--- src/rtl/spi_xfer_ctrl.sv ---
// Register-bus sequencer that runs one full-duplex SPI byte transfer per start request.
// Optional poll timeout is compiled in with `define SPI_POLL_TIMEOUT_EN.
module spi_xfer_ctrl #(
  parameter int unsigned            DATA_WIDTH     = 8,
  parameter logic [DATA_WIDTH-1:0]  SS_MASK        = DATA_WIDTH'(8'h01),
  parameter int unsigned            TIMEOUT_CYCLES = 1024
) (
  input  logic                  I_CLK,
  input  logic                  I_RESET,
  input  logic                  start,
  input  logic [DATA_WIDTH-1:0] o_data,
  output logic                  I_TX_EN,
  output logic [2:0]            I_WADDR,
  output logic [DATA_WIDTH-1:0] I_WDATA,
  output logic                  I_RX_EN,
  output logic [2:0]            I_RADDR,
  input  logic [DATA_WIDTH-1:0] O_RDATA,
  output logic [DATA_WIDTH-1:0] i_data,
  output logic                  is_sending,
  output logic [5:0]            wr_index
);

  localparam logic [2:0] ADDR_RXDATA = 3'd0;
  localparam logic [2:0] ADDR_TXDATA = 3'd1;
  localparam logic [2:0] ADDR_STATUS = 3'd2;
  localparam logic [2:0] ADDR_SSMASK = 3'd3;
  localparam int unsigned BIT_TRDY = 5;
  localparam int unsigned BIT_RRDY = 6;

  // Each strobe is registered on entry to the state that owns it, so it is
  // visible during that state; read data is valid in the following state.
  typedef enum logic [3:0] {
    S_IDLE, S_SEL, S_POLL_T, S_WAIT_T, S_CHK_T, S_WR_TX,
    S_POLL_R, S_WAIT_R, S_CHK_R, S_RD_RX, S_RD_WAIT, S_DONE
  } state_t;

  state_t                r_state;
  logic                  r_tx_en;
  logic                  r_rx_en;
  logic [2:0]            r_waddr;
  logic [2:0]            r_raddr;
  logic [DATA_WIDTH-1:0] r_wdata;
  logic [DATA_WIDTH-1:0] r_i_data;
  logic                  r_busy;
  logic [5:0]            r_wr_index;
  logic                  r_rdy;

`ifdef SPI_POLL_TIMEOUT_EN
  localparam int unsigned CNT_W = $clog2(TIMEOUT_CYCLES + 1);
  logic [CNT_W-1:0] r_poll_cnt;
  logic             w_in_poll;
  logic             w_poll_ok;

  assign w_in_poll = r_state inside {S_POLL_T, S_WAIT_T, S_CHK_T, S_POLL_R, S_WAIT_R, S_CHK_R};
  assign w_poll_ok = (r_state == S_CHK_T || r_state == S_CHK_R) && r_rdy;
`else
  // Polls wait indefinitely; TIMEOUT_CYCLES has no effect in this build.
  if (TIMEOUT_CYCLES == 0) begin : g_timeout_unused
  end
`endif

  always_ff @(posedge I_CLK) begin
    if (I_RESET) begin
      r_state    <= S_IDLE;
      r_tx_en    <= 1'b0;
      r_rx_en    <= 1'b0;
      r_waddr    <= '0;
      r_raddr    <= '0;
      r_wdata    <= '0;
      r_i_data   <= '0;
      r_busy     <= 1'b0;
      r_wr_index <= '0;
      r_rdy      <= 1'b0;
`ifdef SPI_POLL_TIMEOUT_EN
      r_poll_cnt <= '0;
`endif
    end else begin
      // NOTE: non-blocking defaults here are overridden by later assignments in
      // the same cycle, which keeps every strobe exactly one cycle wide.
      r_tx_en <= 1'b0;
      r_rx_en <= 1'b0;
      case (r_state)
        S_IDLE: if (start) begin
          r_busy  <= 1'b1;
          r_tx_en <= 1'b1;
          r_waddr <= ADDR_SSMASK;
          r_wdata <= SS_MASK;
          r_state <= S_SEL;
        end
        S_SEL: begin
          r_rx_en <= 1'b1;
          r_raddr <= ADDR_STATUS;
          r_state <= S_POLL_T;
        end
        S_POLL_T: r_state <= S_WAIT_T;
        S_WAIT_T: begin
          r_rdy   <= O_RDATA[BIT_TRDY];
          r_state <= S_CHK_T;
        end
        S_CHK_T: if (r_rdy) begin
          r_tx_en <= 1'b1;
          r_waddr <= ADDR_TXDATA;
          r_wdata <= o_data;
          r_state <= S_WR_TX;
        end else begin
          r_rx_en <= 1'b1;
          r_raddr <= ADDR_STATUS;
          r_state <= S_POLL_T;
        end
        S_WR_TX: begin
          r_rx_en <= 1'b1;
          r_raddr <= ADDR_STATUS;
          r_state <= S_POLL_R;
        end
        S_POLL_R: r_state <= S_WAIT_R;
        S_WAIT_R: begin
          r_rdy   <= O_RDATA[BIT_RRDY];
          r_state <= S_CHK_R;
        end
        S_CHK_R: begin
          r_rx_en <= 1'b1;
          r_raddr <= r_rdy ? ADDR_RXDATA : ADDR_STATUS;
          r_state <= r_rdy ? S_RD_RX : S_POLL_R;
        end
        S_RD_RX: r_state <= S_RD_WAIT;
        S_RD_WAIT: begin
          r_i_data   <= O_RDATA;
          r_wr_index <= r_wr_index + 6'd1;
          r_busy     <= 1'b0;
          r_state    <= S_DONE;
        end
        S_DONE:  r_state <= S_IDLE;
        default: r_state <= S_IDLE;
      endcase
`ifdef SPI_POLL_TIMEOUT_EN
      // The counter spans one whole poll phase, including its re-polls.
      if (r_state == S_SEL || r_state == S_WR_TX) begin
        r_poll_cnt <= '0;
      end else if (w_in_poll) begin
        r_poll_cnt <= r_poll_cnt + 1'b1;
      end
      if (w_in_poll && !w_poll_ok && r_poll_cnt == CNT_W'(TIMEOUT_CYCLES - 1)) begin
        r_rx_en  <= 1'b0;
        r_i_data <= '1;
        r_busy   <= 1'b0;
        r_state  <= S_DONE;
      end
`endif
    end
  end

  assign I_TX_EN    = r_tx_en;
  assign I_WADDR    = r_waddr;
  assign I_WDATA    = r_wdata;
  assign I_RX_EN    = r_rx_en;
  assign I_RADDR    = r_raddr;
  assign i_data     = r_i_data;
  assign is_sending = r_busy;
  assign wr_index   = r_wr_index;

endmodule

--- config.mk ---
export PLATFORM = sky130hd
export DESIGN_NAME = spi_xfer_ctrl
export DESIGN_NICKNAME = d
export VERILOG_FILES = /design/src/rtl/spi_xfer_ctrl.sv
export SDC_FILE = /design/constraint.sdc
export NUM_CORES = 1
export LEC_CHECK = 0
export CAP_MARGIN = 40
export CORE_ASPECT_RATIO = 1.4
export CORE_MARGIN = 2
export CORE_UTILIZATION = 50
export CTS_BUF_LIST = sky130_fd_sc_hd__clkbuf_4
export CTS_CLUSTER_SIZE = 12
export DETAILED_ROUTE_END_ITERATION = 16
export PLACE_DENSITY = 0.87
export SLEW_MARGIN = 20
export SYNTH_ARGS = -nofsm -noshare
export SYNTH_HDL_FRONTEND = slang
export SYNTH_SLANG_ARGS = --single-unit
--- constraint.sdc ---
create_clock -name I_CLK -period 4.14 [get_ports I_CLK]
set_input_delay 0.621 -clock I_CLK [delete_from_list [all_inputs] [get_ports I_CLK]]
set_output_delay 0.621 -clock I_CLK [all_outputs]
set_load 0.05 [all_outputs]
==> results of run 1 <==
## worst paths after layout
kind / slack [ns] / start / endpoint / cells past startpoint
max: 1.94 / wr_index[1] / wr_index[1] / 1
max reg2reg: 2.23 / r_state[3] / wr_index[4] / 3
min: 0.46 / I_RADDR[1] / I_RADDR[1] / 2
min reg2reg: 0.46 / I_RADDR[1] / I_RADDR[1] / 2
## metal layers
metal | up-vias | share of wire (%) | track usage (%)
met2 | 52 | 55 | 42.2
met1 | 632 | 36 | 19.9
met5 | - | 0 | 0
met3 | 7 | 6.5 | 7.30
met4 | 0 | 2.2 | 11.1
li1 | 647 | - | -
## Yosys cell counts (all sizes together)
library cell	n	area share, %
ha	1	0.87
nand3b	1	0.52
nor2b	3	1.3
nor3b	2	1.0
dfxtp	33	46
nor2	10	2.6
a31oi	3	1.3
inv	3	0.79
o31ai	2	1.0
conb	1	0.26
and3b	1	0.61
xnor2	1	0.61
a21oi	17	6.2
nand4bb	1	1.9
o21ba	1	0.70
o21ai	6	2.1
mux2	2	1.6
a22o	7	4.3
a21o	1	0.52
nand3	1	0.35
nor3	6	2.4
nand4	1	0.44
and4b	2	1.4
or4	2	1.0
nand2	24	6.3
a221o	1	0.70
nor4	3	1.3
o21bai	1	0.52
or3	2	0.87
clkbuf	6	1.6
or3b	1	0.61
and3	1	0.44
xor2	1	0.61
maj3	1	0.70
and4bb	1	0.87
a311oi	1	0.61
buf	10	4.3
a31o	1	0.61
## registers in the layout, summed over array words and instances (netlist names)
register	count
I_RADDR	1
I_RX_EN	1
I_TX_EN	1
I_WADDR	2
I_WDATA	8
i_data	8
is_sending	1
r_rdy	1
r_state	4
wr_index	6
## final cells by class
cell class                      count  area (µm²)  area share, %
Multi-Input combinational cell    112         686           35.0
Sequential cell                    33         661           33.7
Timing Repair Buffer               47         475           24.3
Tap cell                           37        46.3           2.36
Clock buffer                        6        45.0           2.30
Clock inverter                      2        33.8           1.73
Inverter                            3        11.3          0.575
## where the power goes
group          switching [mW]  internal [mW]
Sequential             0.0140          0.327
Combinational          0.0602         0.0435
Clock                   0.107          0.132
Total                   0.181          0.503
## cell usage in the layout, fill, tap and decap left out, types with 2 or more instances in the layout
cell,n
a21oi_1,16
a22o_1,7
a31oi_1,3
and4b_1,2
clkbuf_4,6
clkdlybuf4s50_1,46
conb_1,3
dfxtp_1,33
inv_1,3
nand2_1,24
nor2_1,10
nor2b_1,3
nor3_1,5
nor3b_1,2
nor4_1,3
o21ai_0,6
o31ai_1,2
or3_1,2
or4_1,2
## cells by family (layout without fill, tap and decap cells)
group	after synthesis	after routing
buffers and inverters	19	58
flip-flops	33	33
XOR/XNOR	2	2
other	1	3
AO/OA/AOI/OAI	41	41
AND/OR/NAND/NOR	62	62
adder cells (fa/ha/maj)	2	2
multiplexers	2	2
## through the flow
stage	hold slack (ns)	total power, mW
floorplan	0.525	0.414
global placement	0.444	0.446
detailed placement	0.449	0.450
CTS	0.463	0.685
global route	0.481	0.703
finish	0.459	0.684
==> metrics.md, run 1 <==
| Metric | Value |
|---|---|
| Clock-pin slew on the worst setup and hold paths | 0.10 ns |
| Vert. Die Dim | 67.4 µm |
| Cell area after layout | 1960 µm² |
| Post-Synth Simple-Gate Area | 24.1% |
| DR pass1 iterations | 4 |
| Critical path cell sequence | clkdlybuf4s50_1 |
| # IOs | 50 |
| Post-CTS sizing | 0 |
| Status | complete, no violations |
| Iteration-0 DRC Markers | 32 |
| Crit Path Max Fanout | 4 |
| Cell family with most CP delay | buffers and inverters |
| Layout Cells excl Fill | 240 |
| Synth Instances | 162 |
| Adder-Cell Fraction of Synth Area | 1.57% |
| Nets | 222 |
| Max Fclk | 454 MHz |
| DPL Wire Length | 2.49 mm |
| Slew Viols, Final | 0 |
| Clk_lat worst skew | 0.34 ns |
| Tcrit/Tclk final | 53.2% |
| Slew HR | 57.4% |
| Arr. time, crit path | 1.58 ns |
| GRT Total Usage | 21.8% |
| Diodes inserted | 0 |
| Critical path class | register to output port |
| Max VDD drop | 0.353 mV |
| Fill count | 235 |
| Synth Register Bits | 33 |
| Final setup fails | 0 |
| Sink Count | 33 |
| Fin crit period | 2.20 ns |
| Post-route DRC | 0 |
| PwrDens | 349 nW/µm² |
| Clock Skews | 0.0109 ns |
| Global-route wire length before repair | 5.46 mm |
| Yosys warning count | 0 |
| Synth Area in Compound Gates | 18.6% |
| CTS tree | yes |
| Critical path required time | 3.52 ns |
| Share of post-route cells with drive strength above 1 | 7.39% |
| # rows | 23 |
| XOR/XNOR Fraction of Synth Area | 1.22% |
| Total Routed Length | 3.41 mm |
| Final worst slack | 1.94 ns |
| Full die area | 3320 µm² |
| DR vias | 1338 |
| DP Area | 1860 µm² |
| Gr ovfl total | 0 |
| RSZ-0062 raised after global routing | false |
| Largest net degree at the start of global routing | 27 |
| Seq/Total Area, Yosys | 46.1% |
| Routed len/inst | 14.2 µm |
| Worst Setup Start Kind | register |
| Final Hold Fails | 0 |
| Avg Vias per Cell | 5.58 |
| Die width | 49.3 µm |
| Final Util | 70.1% |
| Synthesized area per cell | 8.85 µm² |
| Setup_tns | 0 ns |
| Area growth, synth to finish | 36.6% |
| Root buf cell | clkbuf_4 |
| Final GP Congestion | 0.742 |
| Largest family of logic cells by synthesized area | simple AND/OR/NAND/NOR gates |
| Place WS | 1.73 ns |
| Starting Density | 51.4% |
| Post-CTS Setup Bufs | 0 |
| Port bufs | 46 |
| Pleak | 0.694 nW |
| CP max stage delay | 0.83 ns |
| Max Buffers Root-to-Sink | 2 |
| Synth unique cells | 43 |
| Final ANT Viol Nets | 0 |
| Hold Path Class | register to register |
| Synthesized area | 1430 µm² |
| Initial antenna violation count | 0 |
| H-tree levels | 2 |
| Vias in the first global route | 1263 |
| Mux cell area share after synthesis | 1.57% |
| TritonCTS buffer count | 5 |
| Placed Cells | 231 |
| Slowest-stage cell, CP | clkdlybuf4s50_1 |
| Worst-margin pin slew | 0.639 ns |
| Hold Buf Count CTS | 0 |
| Worst path bufs/invs | 1 |
| Max Cap Viol | 0 |
| CP endpoint kind | output port |
| Area of the core | 2790 µm² |
(Power assumes the default switching activity.)
==> run 2: changes to the inputs <==
- CORE_UTILIZATION: 50 -> 42
- PLACE_DENSITY: 0.87 -> 0.78
- clock period: 4.14 -> 1.8 ns (I/O delays scaled with it)
==> run 2 against run 1 <==
Via count down 0.75%. Clock-buffer cell count down 1. Die area up 18%. First-iteration DRC count down 59%. Sequential cell count unchanged. Highest routed layer unchanged. Critical endpoint is now i_data[2]. Combinational power up 120%. Critical path depth unchanged.
==> metrics.md, run 2 (synthesis gave the netlist of run 1 again) <==
| Metric | Value |
|---|---|
| GRT Total Usage | 18.7% (-3.1 points) |
| Gr ovfl total | 0 (unchanged) |
| Internal power | 998 µW (+98%) |
| H-tree levels | 2 (unchanged) |
| Worst-margin pin slew | 0.542 ns (-0.0972 ns) |
| Vert. Die Dim | 73.1 µm (+8.6%) |
| Sink Count | 33 (unchanged) |
| Max VDD drop | 0.511 mV (+45%) |
| CTS tree | yes |
| # IOs | 50 (unchanged) |
| TritonCTS buffer count | 5 (unchanged) |
| Initial antenna violation count | 0 (unchanged) |
| Hold Buf Count CTS | 0 (unchanged) |
| Global-route wire length before repair | 5.39 mm (-1.4%) |
| PwrDens | 708 nW/µm² (+100%) |
| DP Area | 1900 µm² (+2.1%) |
| Area growth, synth to finish | 39.4% |
| Critical path cell sequence | clkdlybuf4s50_1 |
| Final setup fails | 0 (unchanged) |
| Setup_tns | 0 ns (unchanged) |
| Port bufs | 46 (unchanged) |
| CP endpoint kind | output port |
| Largest net degree at the start of global routing | 17 (-37%) |
| Starting Density | 43.2% (-8.1 points) |
| Placed Cells | 240 (+3.9%) |
| # rows | 25 (+8.7%) |
| Reg2reg setup slack | 0.18 ns (-2.05 ns) |
| Arr. time, crit path | 1.47 ns (-0.11 ns) |
| Pleak | 1.05 nW (+51%) |
| Comb pwr share | 16.4% (+1.2 points) |
| Root buf cell | clkbuf_4 |
| Sequential share of power | 55.4% (+5.5 points) |
| Commonest non-fill, non-tap cell in the layout | dfxtp_1 |
| Clk_lat worst skew | 0.33 ns (about the same) |
| Clock-pin slew on the worst setup and hold paths | 0.11 ns (about the same) |
| Full die area | 3900 µm² (+18%) |
| Crit Path Max Fanout | 2 (-2) |
| Routed len/inst | 13.1 µm (-7.9%) |
| RSZ-0062 raised after global routing | false |
| Max Buffers Root-to-Sink | 2 (unchanged) |
| Worst Setup Start Kind | register |
| Max Cap Viol | 0 (unchanged) |
| Final GP Congestion | 0.756 (+1.9%) |
| Critical path required time | 1.53 ns (-1.99 ns) |
| Share of post-route cells with drive strength above 1 | 12.0% (+4.6 points) |
| Tcrit/Tclk final | 96.9% |
| Max Fclk | 573 MHz |
| GR Util met3 | 5.12% (-2.2 points) |
| Cell area after layout | 2000 µm² (+2.1%) |
| Most frequent cells in the layout | 33 x dfxtp_1, 24 x nand2_1, 21 x clkdlybuf4s50_1 |
| DR pass1 iterations | 4 (unchanged) |
| Die width | 53.4 µm (+8.4%) |
| Diodes inserted | 0 (unchanged) |
| Post-route DRC | 0 (unchanged) |
| Slowest-stage cell, CP | clkdlybuf4s50_1 |
| Post-CTS Setup Bufs | 0 (unchanged) |
| Layout Cells excl Fill | 248 (+3.3%) |
| WHS | 0.467 ns (+0.00771 ns) |
| P_sw | 419 µW (+130%) |
| Nets | 227 (+2.3%) |
| Slew HR | 63.8% (+6.5 points) |
| Status | complete, no violations |
| Critical path class | register to output port |
| DR vias | 1328 (-0.75%) |
| Hold Path Class | register to register |
| Clock Skews | 0.00928 ns (-0.00166 ns) |
| DPL Wire Length | 2.39 mm (-4.1%) |
| Worst path bufs/invs | 1 (unchanged) |
| Gr busiest metal | met2 |
| Iteration-0 DRC Markers | 13 (-59%) |
| Vias in the first global route | 1273 (+0.79%) |
| Area of the core | 3320 µm² (+19%) |
| Slew Viols, Final | 0 (unchanged) |
| Avg Vias per Cell | 5.35 (-3.9%) |
| CP max stage delay | 0.80 ns (-0.03 ns) |
| Clk pwr share | 28.1% (-6.8 points) |
| Final ANT Viol Nets | 0 (unchanged) |
| Total Routed Length | 3.25 mm (-4.8%) |
| Final Util | 60.3% (-9.8 points) |
| Final Hold Fails | 0 (unchanged) |
| GRT met1 Usage | 19.7% (-0.25 points) |
| Cell family with most CP delay | buffers and inverters |
| Fin crit period | 1.74 ns |
| Net Sw Frac | 29.6% (+3.1 points) |
| GRT met2 Usage | 33.1% (-9.2 points) |
-- run 2: layout make-up --
cell class,count,area (µm²)
sequential,33,661
multi-input combinational,112,686
clock buffer,5,37.5
inverter,3,11.3
clock inverter,3,17.5
timing repair buffer,52,537
tap,40,50.0
fill,307,1320
-- run 2: per-stage QoR --
step / total power, mW / worst slack [ns]
5_1_grt: 1.49 / 0.00231
3_3_place_gp: 1.03 / 0.221
6_report: 1.42 / 0.0556
3_5_place_dp: 1.04 / 0.180
2_1_floorplan: 0.951 / 0.262
4_1_cts: 1.44 / 0.00386
-- run 2: final timing paths --
kind | from | end | cells past startpoint
worst min register to register | i_data[0] | i_data[0] | 2
worst max-delay path | i_data[2] | i_data[2] | 1
worst max register to register | r_state[3] | r_state[3] | 3
worst min-delay path | i_data[0] | i_data[0] | 2
-- run 2: power by group through the flow --
stage	sequential, mW	clock [mW]	combinational (mW)
floorplan	0.842	0	0.109
global placement	0.801	0	0.231
detailed placement	0.801	0	0.234
CTS	0.785	0.417	0.235
global route	0.791	0.450	0.252
finish	0.785	0.398	0.233
-- run 2: layer usage --
layer	wire length (µm)	vias to the layer above
li1	-	655
met1	1250	617
met2	1710	50
met3	224	6
met4	70	0
met5	0	-
-- run 2: timing repair --
item | in CTS | in global routing
resized for setup | 3 | 18
setup endpoints to repair | 3 | 18
gates cloned | 0 | 0
==> run 3: changes to the inputs <==
- CORE_UTILIZATION: 42 -> 30
- PLACE_DENSITY: 0.78 -> 0.59
- SETUP_SLACK_MARGIN: unset -> 0.3
==> run 3 against run 2 <==
Hold slack got worse by 0.011 ns. Global-route usage fell by 5.7 points. Maximum frequency rose by 20%. Clock skew fell by 0.0046 ns.
==> metrics.md, run 3 (synthesis gave the netlist of run 1 again) <==
| Metric | Value |
|---|---|
| Status | complete, no violations |
| Clk pwr share | 35.2% (+7.1 points) |
| Arr. time, crit path | 1.18 ns (-0.29 ns) |
| Final ANT Viol Nets | 0 (unchanged) |
| Port bufs | 46 (unchanged) |
| Root buf cell | clkbuf_4 |
| Fill count | 484 (+58%) |
| Commonest non-fill, non-tap cell in the layout | dfxtp_1 |
| GRT Total Usage | 13.0% (-5.7 points) |
| Gr ovfl total | 0 (unchanged) |
| Clock Skews | 0.00464 ns (-0.00464 ns) |
| Post-route DRC | 0 (unchanged) |
| Starting Density | 31.4% (-12 points) |
| Vias in the first global route | 1223 (-3.9%) |
| Nets | 229 (+0.88%) |
| Diodes inserted | 0 (unchanged) |
| Die width | 62.4 µm (+17%) |
| Slowest-stage cell, CP | dlygate4sd2_1 |
| DP Area | 1950 µm² (+2.3%) |
| Worst path bufs/invs | 1 (unchanged) |
| DR pass1 iterations | 4 (unchanged) |
| Worst Setup Start Kind | register |
| H-tree levels | 2 (unchanged) |
| Total Routed Length | 3.23 mm (-0.58%) |
| Most frequent cells in the layout | 26 x dfxtp_1, 24 x nand2_1, 18 x clkdlybuf4s50_1 |
| Pleak | 0.774 nW (-26%) |
| Clk_lat worst skew | 0.33 ns (about the same) |
| Area of the core | 4570 µm² (+38%) |
| TritonCTS buffer count | 5 (unchanged) |
| Area growth, synth to finish | 37.0% |
| RSZ-0062 raised after global routing | false |
| Cell family with most CP delay | buffers and inverters |
| Max Cap Viol | 0 (unchanged) |
| Tcrit/Tclk final | 80.4% (-16 points) |
| CP endpoint kind | output port |
| Iteration-0 DRC Markers | 62 (+49) |
| Critical path class | register to output port |
| DPL Wire Length | 2.33 mm (-2.5%) |
| PwrDens | 802 nW/µm² (+13%) |
| # rows | 29 (+16%) |
| Avg Vias per Cell | 4.79 (-11%) |
| Sequential share of power | 49.8% (-5.6 points) |
| CP max stage delay | 0.53 ns (-0.27 ns) |
| Net Sw Frac | 26.7% (-2.8 points) |
| Cell area after layout | 1960 µm² (-1.8%) |
| Slew Viols, Final | 0 (unchanged) |
| Routed len/inst | 11.9 µm (-9.4%) |
| Final Hold Fails | 0 (unchanged) |
| Hold Path Class | register to register |
| Vert. Die Dim | 85.8 µm (+17%) |
| Critical path required time | 1.53 ns (about the same) |
| Post-CTS Setup Bufs | 0 (unchanged) |
| Max VDD drop | 0.411 mV (-20%) |
| # IOs | 50 (unchanged) |
| Setup_tns | 0 ns (unchanged) |
| Fin crit period | 1.45 ns (-0.297 ns) |
| P_sw | 421 µW (+0.56%) |
| Sink Count | 33 (unchanged) |
| DR vias | 1303 (-1.9%) |
| Final GP Congestion | 0.800 (+5.9%) |
| Final setup fails | 0 (unchanged) |
| Critical path cell sequence | dlygate4sd2_1 |
| Internal power | 1.15 mW (+16%) |
| Global-route wire length before repair | 5.61 mm (+4.1%) |
| Full die area | 5360 µm² (+37%) |
| Comb pwr share | 15.0% (-1.4 points) |
| Crit Path Max Fanout | 1 (-1) |
| Max Buffers Root-to-Sink | 2 (unchanged) |
| Initial antenna violation count | 0 (unchanged) |
| Share of post-route cells with drive strength above 1 | 23.8% (+12 points) |
| CTS tree | yes |
| Max Fclk | 691 MHz (+20%) |
| Largest net degree at the start of global routing | 17 (unchanged) |
| Clock-pin slew on the worst setup and hold paths | 0.10 ns (about the same) |
## run 3: worst reg2reg max path, delay by kind of cell (launching register included)
family,cells,cell delay [ns]
AOI/OAI and AO/OA,1,0.15
and+or+nand+nor,2,0.80
DFF,1,0.41
## run 3: layout make-up
cell class	count	area (µm²)	share of cell area (%)
clock buffer	6	45.0	2.29
clock inverter	2	33.8	1.72
multi-input combinational	112	694	35.4
timing repair buffer	54	430	21.9
sequential	33	672	34.2
tap	62	77.6	3.95
inverter	3	11.3	0.573
## run 3: repair_timing
action	4_1_cts	5_1_grt
setup endpoints to repair	33	31
gates cloned	0	0
hold buffers	0	0
pin swaps	0	0
resized for setup	31	35
## run 3: metrics by stage
step / worst slack, ns / std cells / hold slack, ns / utilization, % / power (mW)
global route: 0.302 / 272 / 0.470 / 43.0 / 1.65
global placement: 0.129 / 264 / 0.441 / 42.6 / 1.04
floorplan: 0.414 / 164 / 0.396 / - / 0.951
detailed placement: 0.0959 / 264 / 0.446 / 42.6 / 1.04
finish: 0.352 / 272 / 0.456 / 43.0 / 1.57
CTS: 0.285 / 272 / 0.458 / 43.9 / 1.60
## run 3: power by group through the flow
stage | clock network, mW | logic (mW) | registers, mW
floorplan | 0 | 0.109 | 0.842
global placement | 0 | 0.242 | 0.801
detailed placement | 0 | 0.241 | 0.802
CTS | 0.575 | 0.237 | 0.786
global route | 0.607 | 0.256 | 0.789
finish | 0.554 | 0.236 | 0.784
## run 3: final timing paths
| kind | start | end | slack [ns] | cells past startpoint |
|---|---|---|---|---|
| setup / recovery | I_RX_EN | I_RX_EN | 0.35 | 1 |
| hold / removal | i_data[7] | i_data[7] | 0.46 | 2 |
| setup reg to reg | r_state[0] | wr_index[5] | 0.37 | 3 |
| hold reg to reg | i_data[7] | i_data[7] | 0.46 | 2 |
## run 3: layer usage
layer / routed length, µm / up-vias / global-route usage (%) / share of wire [%]
li1: - / 664 / - / -
met1: 1420 / 595 / 15.4 / 44
met2: 1590 / 40 / 21.9 / 49
met3: 162 / 4 / 3.94 / 5.0
met4: 48 / 0 / 5.45 / 1.5
met5: 0 / - / 0 / 0
